### config.mk
export PLATFORM = sky130hd
export DESIGN_NAME = fetch_queue
export DESIGN_NICKNAME = d
export VERILOG_FILES = /design/src/rtl/fetch_queue.sv
export SDC_FILE = /design/constraint.sdc
export NUM_CORES = 1
export LEC_CHECK = 0
export BUFFER_PORTS_ARGS = -buffer_cell sky130_fd_sc_hd__buf_2
export CORE_ASPECT_RATIO = 0.6
export CORE_UTILIZATION = 57
export CTS_CLUSTER_DIAMETER = 80
export DETAILED_ROUTE_END_ITERATION = 16
export PLACE_DENSITY = 0.79
export REMOVE_ABC_BUFFERS = 1
export SETUP_SLACK_MARGIN = 0.5
export SLEW_MARGIN = 15
export SYNTH_ARGS = -nofsm -noshare
export SYNTH_HDL_FRONTEND = slang
export SYNTH_SLANG_ARGS = --single-unit
### constraint.sdc
create_clock -name CLK -period 4.2 [get_ports CLK]
set_clock_uncertainty 0.1 [all_clocks]
set_input_delay 0.42 -clock CLK [delete_from_list [all_inputs] [get_ports CLK]]
set_output_delay 0.42 -clock CLK [all_outputs]
set_load 0.02 [all_outputs]
### src/rtl/fetch_queue.sv
// fetch_queue: small FIFO that sits between instruction fetch and decode.
// Each entry holds one {instruction, PC} pair. The head entry is presented
// straight from storage, so decode sees a valid head one cycle after the
// fetch-side write. A flush empties the queue in one cycle without touching
// the storage array.
module fetch_queue #(
    parameter int DW_INSTR = 32,
    parameter int DW_PC    = 64,
    parameter int DP       = 4
) (
    input  logic                  CLK,
    input  logic                  RST,
    input  logic [DW_INSTR-1:0]   instr_readout,
    input  logic [DW_PC-1:0]      pc_in,
    input  logic                  isInstrReadOut,
    output logic                  fetch_ready,
    input  logic                  flush,
    output logic [DW_INSTR-1:0]   instr,
    output logic [DW_PC-1:0]      pc_out,
    output logic                  fetch_decode_vaild,
    input  logic                  instrFifo_full,
    output logic [$clog2(DP):0]   fetch_count
);

    // AW index bits plus one wrap bit; pointers count modulo 2*DP.
    localparam int AW = $clog2(DP);
    localparam int PW = AW + 1;

    typedef logic [PW-1:0] ptr_t;

    // Storage is deliberately not reset; only the pointers define contents.
    logic [DW_INSTR-1:0] instr_mem_q [DP];
    logic [DW_PC-1:0]    pc_mem_q    [DP];

    ptr_t wr_ptr_q, wr_ptr_d;
    ptr_t rd_ptr_q, rd_ptr_d;

    logic [AW-1:0] wr_idx;
    logic [AW-1:0] rd_idx;
    logic          empty;
    logic          full;
    logic          wr_en;
    logic          rd_en;

    assign wr_idx = wr_ptr_q[AW-1:0];
    assign rd_idx = rd_ptr_q[AW-1:0];

    // Equal pointers mean empty; same index with opposite wrap bits means full.
    assign empty = (wr_ptr_q == rd_ptr_q);
    assign full  = (wr_ptr_q[AW] != rd_ptr_q[AW]) &&
                   (wr_ptr_q[AW-1:0] == rd_ptr_q[AW-1:0]);

    // Handshakes:
    //   upstream   - a word transfers on a cycle where isInstrReadOut and
    //                fetch_ready are both high; fetch_ready depends only on the
    //                current occupancy, so a full queue refuses a write even if
    //                the head leaves in the same cycle.
    //   downstream - the head transfers on a cycle where fetch_decode_vaild is
    //                high and instrFifo_full is low; while instrFifo_full is
    //                high the head and its data hold steady.
    //   flush overrides both handshakes: nothing is written or read that cycle.
    assign wr_en = isInstrReadOut & ~full & ~flush;
    assign rd_en = ~empty & ~instrFifo_full & ~flush;

    // Outputs come only from registered pointers and storage.
    assign fetch_ready        = ~full;
    assign fetch_decode_vaild = ~empty;
    assign fetch_count        = wr_ptr_q - rd_ptr_q;
    assign instr              = instr_mem_q[rd_idx];
    assign pc_out             = pc_mem_q[rd_idx];

    // Next-pointer logic: advance on accepted transfers, zero both on flush.
    always_comb begin
        wr_ptr_d = wr_ptr_q;
        rd_ptr_d = rd_ptr_q;
        if (wr_en) begin
            wr_ptr_d = wr_ptr_q + ptr_t'(1);
        end
        if (rd_en) begin
            rd_ptr_d = rd_ptr_q + ptr_t'(1);
        end
        if (flush) begin
            wr_ptr_d = '0;
            rd_ptr_d = '0;
        end
    end

    // Pointer registers; reset wins over flush and every handshake.
    always_ff @(posedge CLK) begin
        if (RST) begin
            wr_ptr_q <= '0;
            rd_ptr_q <= '0;
        end else begin
            wr_ptr_q <= wr_ptr_d;
            rd_ptr_q <= rd_ptr_d;
        end
    end

    // Storage write at the write index; inputs are ignored during reset.
    always_ff @(posedge CLK) begin
        if (!RST && wr_en) begin
            instr_mem_q[wr_idx] <= instr_readout;
            pc_mem_q[wr_idx]    <= pc_in;
        end
    end

endmodule

==> Word-level counts from Yosys, hierarchy flattened <==
Memories as Yosys holds them, arrays and structs flattened. A register that Yosys moved wholly into a read port is not among the register bits.
Index checks and enable logic that the tools add are counted.
{ "word_totals": {"ramBits": 384, "register_bits": 6, "n_memories": 2, "latch_bits": 0, "mem_bits_ro": 0} }
{ "classes": {"order_cmp": 0, "mux": 6, "reduce_logical": 4, "n_eq_ne": 3, "mul": 0, "shift": 0, "bitwise": 8, "div": 0, "addsub": 3} }
{ "memory_table": {"columns": ["memory", "words", "width", "rd", "rd_clocked_by_memory_dff", "write_ports", "line_no", "rtl"], "rows": [
  ["pc_mem_q", 4, 64, 1, 1, 1, "33", "logic [DW_PC-1:0] pc_mem_q [DP];"],
  ["instr_mem_q", 4, 32, 1, 1, 1, "32", "logic [DW_INSTR-1:0] instr_mem_q [DP];"]
]} }
{ "op_table": {"columns": ["op", "count"], "rows": [
  ["2-bit 2-to-1 mux", 4],
  ["3-bit by 1-bit adder with 3-bit output (second input constant)", 2],
  ["1-bit bitwise AND", 4],
  ["1-bit inverter", 4],
  ["3-bit == test", 1],
  ["3-bit subtractor", 1],
  ["2-bit == test", 1],
  ["1-bit logical AND", 2],
  ["1-bit 2-to-1 mux", 2],
  ["2-bit OR reduction", 1],
  ["1-bit zero test", 1],
  ["1-bit inequality test", 1]
]} }

==> Depth between registers and ports, before layout <==
Gate-level depths: netlist of run 1.
{ "depth": {"word_depth": 8, "mapped_depth": 5, "depth_no_buf": 5} }

==> Worst setup path before layout of run 1 <==
No wires, ideal clock.
{ "synth_timing": {"path_type": "register to register", "start": "register wr_ptr_q[0]", "end": "memory instr_mem_q[0][0] (enable)", "path_stages_with_launch": 6, "t_required_ps": 3634, "n_path_buf": 0, "arrival_ps": 3328, "setup_slack_ps": 306, "cell_sequence": "dfxtp_1 inv_1 ha_1 nand2_1 o21a_1 and3_1"} }
{ "synth_between": {"elab_chain_len": 8} }
{ "synth_rtl": {"columns": ["item", "line_no", "rtl"], "rows": [
  ["start, declared", "35", "ptr_t wr_ptr_q, wr_ptr_d;"],
  ["start signal, assigned", "94", "wr_ptr_q <= wr_ptr_d;"],
  ["2-bit == test", "51", "(wr_ptr_q[AW-1:0] == rd_ptr_q[AW-1:0]);"],
  ["1-bit logical AND", "50", "assign full = (wr_ptr_q[AW] != rd_ptr_q[AW]) &&"],
  ["1-bit inverter", "62", "assign wr_en = isInstrReadOut & ~full & ~flush;"],
  ["1-bit bitwise AND (2 in a row)", "62", null],
  ["1-bit logical AND", "101", "if (!RST && wr_en) begin"],
  ["1-bit 2-to-1 mux", "101", null],
  ["1-bit 2-to-1 mux (implied by the code)", "102", "instr_mem_q[wr_idx] <= instr_readout;"],
  ["end, declared", "32", null]
]} }
Parallel ways exist; a longest one is shown, timed or not.

==> results of run 1 <==
==> routing by layer <==
layer	global-route usage (%)	vias up	routed length (um)
li1	-	2900	-
met1	31.7	3546	12100
met2	35.7	249	13800
met3	6.10	32	2130
met4	5.49	6	355
met5	0	-	36
==> worst reg2reg max path: stages (launching register included) <==
cell	delay, ns
dfxtp_1	0.41
inv_1	0.15
ha_1	0.36
nand2_1	0.10
o21a_1	0.25
and3_4	0.68
buf_4	0.45
==> cell type report <==
class / count / area share, %
clock buffer: 45 / 5.60
clock inverter: 14 / 0.506
multi-input combinational: 140 / 14.9
timing repair buffer: 230 / 7.88
tap: 322 / 2.36
inverter: 8 / 0.176
sequential: 392 / 68.6
antenna: 3 / 0.0440
==> Yosys cell counts, types with 3 or more instances <==
cell	number	share of area, %
edfxtp_1	384	80
mux4_2	96	15
buf_2	12	0.42
nand2_1	10	0.26
dfxtp_1	8	1.1
inv_1	8	0.21
ha_1	7	0.61
buf_6	5	0.39
clkbuf_1	5	0.13
mux2i_1	5	0.35
and3_1	4	0.17
o211ai_1	3	0.16
==> worst paths after layout <==
check                                         startpoint                     endpoint  slack, ns  cells past startpoint
worst max-delay path                            register                   pc_out[27]       1.17                      3
worst min-delay path                           pc_in[43]    pc_mem_q[0][43]$_DFFE_PP_       0.02                      1
worst max register to register  wr_ptr_q[0]$_SDFFE_PP0P_  instr_mem_q[2][8]$_DFFE_PP_       1.33                      6
worst min register to register  wr_ptr_q[1]$_SDFFE_PP0P_     wr_ptr_q[1]$_SDFFE_PP0P_       0.44                      2
==> state kept, by name, indices dropped and copies added (netlist names), named ones only <==
| signal | count |
|---|---|
| rd_ptr_q | 3 |
| pc_mem_q | 256 |
| wr_ptr_q | 3 |
| instr_mem_q | 128 |
==> cell families after synthesis <==
| group | after synthesis |
|---|---|
| mux | 101 |
| simple gates | 22 |
| flops | 392 |
| compound gates | 7 |
| xor+xnor | 2 |
| fa+ha+maj | 8 |
| buf+inv | 31 |
==> power by group <==
| part | switching [mW] | internal, mW |
|---|---|---|
| clock network | 1.32 | 1.66 |
| logic | 0.181 | 0.126 |
| registers | 0.0152 | 4.33 |
| total | 1.51 | 6.12 |
==> run_results.csv, run 1 <==
group,metric,value,unit
drt,ant_nets,0,
power,peakVddDrop,0.000388,V
clocking,cts_root_buf,"clkbuf_16",
layout,finalNonFillerCells,1154,
die,num_rows,44,
logic_synthesis,synth_edf_count,384,
clocking,cts_resized,0,
die,coreArea,24500,sq um
clocking,cts.hold.buffers_added,18,
grt,grt_pass1_vias,7081,
setup_path,cp.required,3.68,ns
clocking,cts_tree,"yes",
layout,regArea,11700,sq um
clocking,cts_buffer_depth,3,
drt,drtIter0Drc,543,
logic_synthesis,synth_xor_area_share,0.174,%
placement,post_dp_cell_area,15800,sq um
logic_synthesis,synth-simple-area-share,0.817,%
logic_synthesis,ys_warn_count,0,
setup_path,crit_family,"flip-flops",
clocking,clk_latency,0.52,ns
layout,multiInputGateArea,2540,sq um
drt,drc_errors,0,
setup_path,critPathKind,"reg2out",
logic_synthesis,synth_cell_type_count,28,
layout,post-route-util,69.7,%
layout,drive_gt1_share,43.5,%
placement,place_congestion,0.855,
logic_synthesis,syn_inst,563,
job,maxCapViolations,0,
die,initial_core_util,58.8,%
die,pin_count,202,
setup_path,worstPathMaxFanout,38,
placement,place_hpwl,17100,um
grt,overflow,0,
drt,wl_per_cell,24.7,um
timing,whs,0.0160,ns
power,power_density,447,nW/um^2
timing,tightest_slew,1.01,ns
layout,final_cell_mix,"edfxtp_1, buf_2, mux4_2, clkbuf_16, dlygate4sd3_1",
grt,antenna_found_initial,6,
logic_synthesis,synth_fa_ha_area_share,0.748,%
grt,grt_pass1_wl,42900,um
worst_hold_path,hold_path_class,"in2reg",
layout,nets,916,
clocking,post_cts_buffers,0,
clocking,clkSlewWorstSetupHoldPaths,0.06,ns
drt,dr.pass1.iters,5,
die,die_area,25900,sq um
logic_synthesis,ys_seq_area_share,81.2,%
clocking,cts_sinks,392,
logic_synthesis,synth-seq-cells,392,
layout,syn_to_final_growth,18.5,%
setup_path,worstSetupEndpointType,"output port",
setup_path,path_cells,"buf_12, mux4_2, buf_2",
grt,grt_max_degree,97,
logic_synthesis,async_flop_share,0,%
clocking,cts_buffers,35,
logic_synthesis,synth_ff_type,"edfxtp_1",
timing,setup_tns,0,ns
placement,place_ws,1.31,ns
drt,routed_wl,28500,um
layout,nFillCells,1423,
layout,mostFrequentLayoutCell,"edfxtp_1",
timing,timing.final.crit_period,3.03,ns
setup_path,worstPathArrival,2.51,ns
timing,slew_headroom,32.9,%
logic_synthesis,synth_top_family_by_area,"multiplexers",
logic_synthesis,synthMuxAreaShare,15.4,%
setup_path,slowest_delay,0.77,ns
setup_path,worst-path-buf-inv,2,
die,die_y,125,um
logic_synthesis,netlist_area,14400,sq um
placement,port_buffers,201,
timing,rsz0062_at_grt,"no",
layout,final_area,17100,sq um
timing,max_freq,330,MHz
drt,viasPerCell,5.83,
die,die_w,207,um
grt,grt_use_total,22.5,%
outcome,status,"finished, final reports clean",
clocking,htree_levels,2,
timing,hold_violations,0,
timing,drv_slew,0,
logic_synthesis,avgSynthCellArea,25.6,sq um
timing,setup_viol,0,
logic_synthesis,synth_compound_area_share,0.391,%
placement,dpl.cell_count,1074,
setup_path,cp-start-kind,"register",
setup_path,crit_slowest_cell,"dfxtp_4",
power,total_power,7.63,mW
power,leakage,5.66,nW
timing,fin_crit_sh,72.2,%
timing,setup_ws,1.17,ns
drt,vias,6733,
No activity file was read; power rests on OpenSTA's default activity.
==> run 2: changes to the inputs <==
--- a/config.mk
+++ b/config.mk
@@ -7,10 +7,10 @@
 export LEC_CHECK = 0
 export BUFFER_PORTS_ARGS = -buffer_cell sky130_fd_sc_hd__buf_2
 export CORE_ASPECT_RATIO = 0.6
-export CORE_UTILIZATION = 57
+export CORE_UTILIZATION = 51
 export CTS_CLUSTER_DIAMETER = 80
 export DETAILED_ROUTE_END_ITERATION = 16
-export PLACE_DENSITY = 0.79
+export PLACE_DENSITY = 0.75
 export REMOVE_ABC_BUFFERS = 1
 export SETUP_SLACK_MARGIN = 0.5
 export SLEW_MARGIN = 15
==> constraint.sdc (replaced) <==
create_clock -name CLK -period 2.7 [get_ports CLK]
set_clock_uncertainty 0.1 [all_clocks]
set_input_delay 0.27 -clock CLK [delete_from_list [all_inputs] [get_ports CLK]]
set_output_delay 0.27 -clock CLK [all_outputs]
set_load 0.02 [all_outputs]
==> run 2 against run 1 <==
  * Utilization shrank 0.59 points
  * Worst hold slack improved by 0.098 ns
  * Critical path depth grew 2
==> run_results.csv, run 2 (same netlist as run 1, synthesis figures left out) <==
group,metric,value,unit
layout,drive_gt1_share,43.8,%
power,power_density,642,nW/um^2
timing,rsz0062_at_grt,"yes",
setup_path,worstPathArrival,2.00,ns
layout,syn_to_final_growth,32.6,%
outcome,status,"finished, final reports clean",
clocking,cts_tree,"yes",
clocking,htree_levels,2,
clocking,clkSlewWorstSetupHoldPaths,0.06,ns
placement,post_dp_cell_area,16100,sq um
die,initial_core_util,52.1,%
die,pin_count,202,
power,peakVddDrop,0.000640,V
placement,place_congestion,0.887,
job,maxCapViolations,0,
timing,timing.final.crit_period,2.37,ns
layout,final_cell_mix,"edfxtp_1, buf_2, dlygate4sd3_1, mux4_2, buf_6",
setup_path,path_cells,"buf_12, buf_12, buf_16, mux4_2, buf_6",
die,die_w,219,um
drt,viasPerCell,5.49,
grt,overflow,0,
drt,drtIter0Drc,622,
layout,largest_reg_flops,256,
grt,antenna_found_initial,3,
setup_path,crit_slowest_cell,"mux4_2",
setup_path,crit_family,"buffers and inverters",
setup_path,worstPathMaxFanout,7,
die,num_rows,47,
clocking,clk_latency,0.52,ns
worst_hold_path,min_path_cells,4,
clocking,cts_sinks,392,
drt,drc_errors,0,
worst_hold_path,hold_path_class,"in2reg",
layout,top_regs,"pc_mem_q: 256 flops, instr_mem_q: 128 flops",
setup_path,path_common_cell,"buf_12",
placement,place_hpwl,17800,um
timing,slew_headroom,60.1,%
layout,final_area,19100,sq um
drt,wl_per_cell,23.4,um
die,coreArea,27600,sq um
grt,grt_pass1_wl,46000,um
layout,mostFrequentLayoutCell,"edfxtp_1",
setup_path,rr_worst_depth,4,
worst_hold_path,hp-start,"flush",
clocking,cts_buffer_depth,3,
setup_path,worst-path-buf-inv,4,
drt,routed_wl,31100,um
setup_path,r2r_slack,0.62,ns
setup_path,timing.rr.end,"pc_mem_q[2][36]$_DFFE_PP_",
layout,post-route-util,69.1,%
die,die_y,132,um
timing,hold_violations,0,
timing,fin_crit_sh,87.8,%
clocking,cts_root_buf,"clkbuf_16",
placement,port_buffers,201,
setup_path,cp-start-kind,"register",
die,die_area,28900,sq um
setup_path,r2r-start,"wr_ptr_q[2]$_SDFFE_PP0P_",
timing,tightest_slew,0.597,ns
timing,drv_slew,0,
power,leakage,6.49,nW
layout,nets,1043,
drt,dr.pass1.iters,5,
setup_path,cp.required,2.33,ns
drt,ant_nets,0,
worst_hold_path,min_to,"rd_ptr_q[2]$_SDFFE_PP0P_",
setup_path,worstSetupEndpointType,"output port",
layout,regMostFlops,"pc_mem_q",
grt,grt_pass1_vias,7840,
timing,whs,0.114,ns
setup_path,slowest_delay,0.53,ns
timing,max_freq,422,MHz
drt,vias,7292,
clocking,cts_buffers,35,
grt,grt_max_degree,52,
timing,setup_viol,0,
grt,grt_use_total,21.6,%
setup_path,critPathKind,"reg2out",
==> run 2: changes by cell type in the layout (fill, tap and decap cells not counted), sizes merged <==
| cell | change |
|---|---|
| clkinv | +1 |
| inv | +1 |
| bufbuf | +1 |
| bufinv | +1 |
| clkbuf | -2 |
| buf | +43 |
| clkinvlp | +2 |
| dlygate4sd3 | +82 |
==> run 2: stage by stage <==
stage	worst slack [ns]	TNS (ns)	instances	power [mW]
floorplan	-2.40	-689.12	540	7.12
global placement	0.408	0	1131	7.33
detailed placement	0.336	0	1131	7.36
CTS	0.298	0	1320	12.3
global route	0.264	0	1328	12.6
finish	0.330	0	1328	12.2
==> run 2: worst max-delay path by stage <==
stage / startpoint / end / slack (ns) / cells past startpoint
floorplan: register / instr[0] / -2.40 / 1
global placement: wr_ptr_q[0]$_SDFFE_PP0P_ / instr_mem_q[3][30]$_DFFE_PP_ / 0.41 / 6
detailed placement: wr_ptr_q[0]$_SDFFE_PP0P_ / instr_mem_q[3][30]$_DFFE_PP_ / 0.34 / 6
CTS: register / pc_out[32] / 0.30 / 4
global route: register / pc_out[54] / 0.26 / 4
finish: register / pc_out[11] / 0.33 / 5
==> run 2: worst register-to-register path, cell delays in order (launching register included) <==
cell     delay, ns
dfxtp_1       0.37
xnor2_2       0.40
o21a_2        0.29
and3_4        0.24
buf_12        0.28
==> run 2: per-layer routing <==
metal / up-vias / global-route usage, % / share of wire (%) / wire, um
met5: - / 0 / 0 / 0
met2: 323 / 35.4 / 50 / 15500
li1: 3162 / - / - / -
met3: 46 / 5.42 / 8.1 / 2530
met1: 3761 / 29.3 / 40 / 12600
met4: 0 / 5.79 / 1.7 / 535
==> run 2: power by group <==
| group | total (mW) | switching (mW) | leakage, nW | internal (mW) |
|---|---|---|---|---|
| Sequential | 6.76 | 0.0168 | 3.54 | 6.74 |
| Combinational | 0.679 | 0.332 | 2.42 | 0.347 |
| Clock | 4.81 | 2.12 | 0.533 | 2.69 |
| Total | 12.2 | 2.47 | 6.49 | 9.78 |
==> run 2: final cells by class <==
| class | count | area [sq um] |
|---|---|---|
| tap | 367 | 459 |
| antenna | 3 | 7.51 |
| inverter | 8 | 32.5 |
| sequential | 392 | 11700 |
| clock buffer | 42 | 945 |
| multi-input combinational | 140 | 2560 |
| fill | 1657 | 8550 |
| timing repair buffer | 357 | 3230 |
| clock inverter | 19 | 145 |
==> run 2: timing repair <==
| item | 4_1_cts | 5_1_grt |
|---|---|---|
| gates resized for setup | 92 | 58 |
| endpoints found under the setup margin | 411 | 465 |
| pin swaps | 3 | 1 |
| gates cloned | 4 | 1 |
| setup buffers | 24 | 4 |
| hold buffers | 100 | 0 |
| endpoints found under the hold margin | 388 | 0 |
==> run 3: changes to the inputs <==
--- a/config.mk
+++ b/config.mk
@@ -9,6 +9,7 @@
 export CORE_ASPECT_RATIO = 0.6
 export CORE_UTILIZATION = 51
 export CTS_CLUSTER_DIAMETER = 80
+export CTS_CLUSTER_SIZE = 28
 export DETAILED_ROUTE_END_ITERATION = 16
 export PLACE_DENSITY = 0.75
 export REMOVE_ABC_BUFFERS = 1
==> constraint.sdc (replaced) <==
create_clock -name CLK -period 2.7 [get_ports CLK]
set_clock_uncertainty 0.1 [all_clocks]
set_input_delay 0.405 -clock CLK [delete_from_list [all_inputs] [get_ports CLK]]
set_output_delay 0.405 -clock CLK [all_outputs]
set_load 0.02 [all_outputs]
==> run 3 against run 2 <==
  * Utilization down 3.9 points
  * Via count down 4.5%
  * Critical path depth is the same
  * Global-route usage fell by 1.5 points
  * Worst setup slack worse by 0.17 ns
  * Clock-buffer cell count down 13
  * Critical path type unchanged
  * Largest power group unchanged
  * Highest routed layer is now met5
==> run_results.csv, run 3 (same netlist as run 1, synthesis figures left out) <==
group,metric,value,unit
outcome,status,"finished, final reports clean",
grt,grt_use_total,20.1,%
drt,wl_per_cell,23.7,um
timing,slew_headroom,70.3,%
worst_hold_path,hold_path_class,"in2reg",
die,die_w,219,um
power,power_density,571,nW/um^2
timing,setup_viol,0,
clocking,cts_buffers,17,
die,die_y,132,um
die,num_rows,47,
layout,drive_gt1_share,42.8,%
layout,finalNonFillerCells,1248,
timing,setup_ws,0.160,ns
job,maxCapViolations,0,
setup_path,worst-path-buf-inv,4,
drt,vias,6962,
timing,tightest_slew,0.443,ns
clocking,cts_root_buf,"clkbuf_16",
setup_path,crit_slowest_cell,"mux4_2",
layout,top_regs,"pc_mem_q: 256 flops, instr_mem_q: 128 flops",
grt,antenna_found_initial,2,
timing,fin_crit_sh,94.1,%
drt,dr.pass1.iters,4,
placement,dpl.cell_count,1122,
grt,grt_pass1_vias,7362,
setup_path,path_common_cell,"buf_12",
setup_path,cp.required,2.19,ns
placement,port_buffers,201,
drt,drtIter0Drc,673,
setup_path,slowest_delay,0.50,ns
layout,post-route-util,65.1,%
placement,post_dp_cell_area,16000,sq um
setup_path,path_cells,"buf_12, buf_12, clkbuf_16, mux4_2, buf_6",
clocking,clk_latency,0.52,ns
die,coreArea,27600,sq um
clocking,cts_buffer_depth,3,
setup_path,cp-start-kind,"register",
timing,drv_slew,0,
layout,final_area,18000,sq um
layout,mostFrequentLayoutCell,"edfxtp_1",
power,total_power,10.3,mW
clocking,cts_tree,"yes",
layout,largest_reg_flops,256,
setup_path,crit_family,"buffers and inverters",
drt,drc_errors,0,
grt,grt_max_degree,58,
timing,max_freq,394,MHz
layout,syn_to_final_growth,25.1,%
die,die_area,28900,sq um
die,pin_count,202,
clocking,clkSlewWorstSetupHoldPaths,0.11,ns
clocking,cts_sinks,392,
placement,place_ws,0.332,ns
setup_path,critPathKind,"reg2out",
clocking,htree_levels,1,
timing,rsz0062_at_grt,"yes",
die,initial_core_util,52.1,%
layout,final_cell_mix,"edfxtp_1, buf_2, mux4_2, dlygate4sd3_1, buf_6",
timing,setup_tns,0,ns
grt,overflow,0,
power,leakage,5.95,nW
grt,grt_pass1_wl,43400,um
timing,whs,0.0186,ns
layout,nets,979,
placement,place_hpwl,16800,um
setup_path,worstPathMaxFanout,6,
drt,viasPerCell,5.58,
layout,regMostFlops,"pc_mem_q",
power,peakVddDrop,0.000472,V
drt,ant_nets,0,
setup_path,worstSetupEndpointType,"output port",
setup_path,worstPathArrival,2.03,ns
placement,place_congestion,0.852,
drt,routed_wl,29500,um
timing,hold_violations,0,
timing,timing.final.crit_period,2.54,ns
-- run 3: worst paths after layout --
check | from | endpoint | slack (ns) | depth (start not counted)
worst min register to register | wr_ptr_q[1]$_SDFFE_PP0P_ | wr_ptr_q[1]$_SDFFE_PP0P_ | 0.45 | 2
worst max-delay path | register | instr[14] | 0.16 | 5
worst max register to register | rd_ptr_q[2]$_SDFFE_PP0P_ | instr_mem_q[2][29]$_DFFE_PP_ | 0.60 | 4
worst min-delay path | pc_in[37] | pc_mem_q[2][37]$_DFFE_PP_ | 0.02 | 1
-- run 3: area by class of cell --
class                   instances  area (sq um)
multi-input cells             140          2590
well taps                     367           459
fillers                      1809          9640
diodes                          1          2.50
clock buffers                  29           470
flip-flops and latches        392         11700
repair buffers                311          2740
inverters                       8          36.3
-- run 3: layer usage --
metal / share of wire [%] / vias to the layer above / track usage [%] / wire length [um]
met5: 0.091 / - / 0 / 27
met2: 48 / 258 / 32.2 / 14200
met1: 44 / 3658 / 29.7 / 12900
li1: - / 3014 / - / -
met3: 7.2 / 28 / 4.08 / 2120
met4: 1.1 / 4 / 2.78 / 338
-- run 3: power by group --
| group | switching [mW] | internal [mW] | total [mW] |
|---|---|---|---|
| clock | 1.69 | 1.21 | 2.90 |
| sequential | 0.0166 | 6.73 | 6.75 |
| combinational | 0.319 | 0.312 | 0.632 |
| total | 2.02 | 8.25 | 10.3 |
-- run 3: worst reg2reg max path, delay by kind of cell (launching register included) --
kind            cells  cell delay [ns]
flops               1             0.40
xor+xnor            1             0.33
simple gates        1             0.33
compound gates      1             0.32
buf+inv             1             0.25
-- run 3: timing repair --
| item | CTS | global route |
|---|---|---|
| hold endpoints to repair | 251 | 6 |
| pin swaps | 2 | 1 |
| endpoints found under the setup margin | 348 | 358 |
| buffers inserted | 13 | 4 |
| hold buffers | 66 | 2 |
| gates cloned | 6 | 5 |
| gates resized for setup | 47 | 74 |
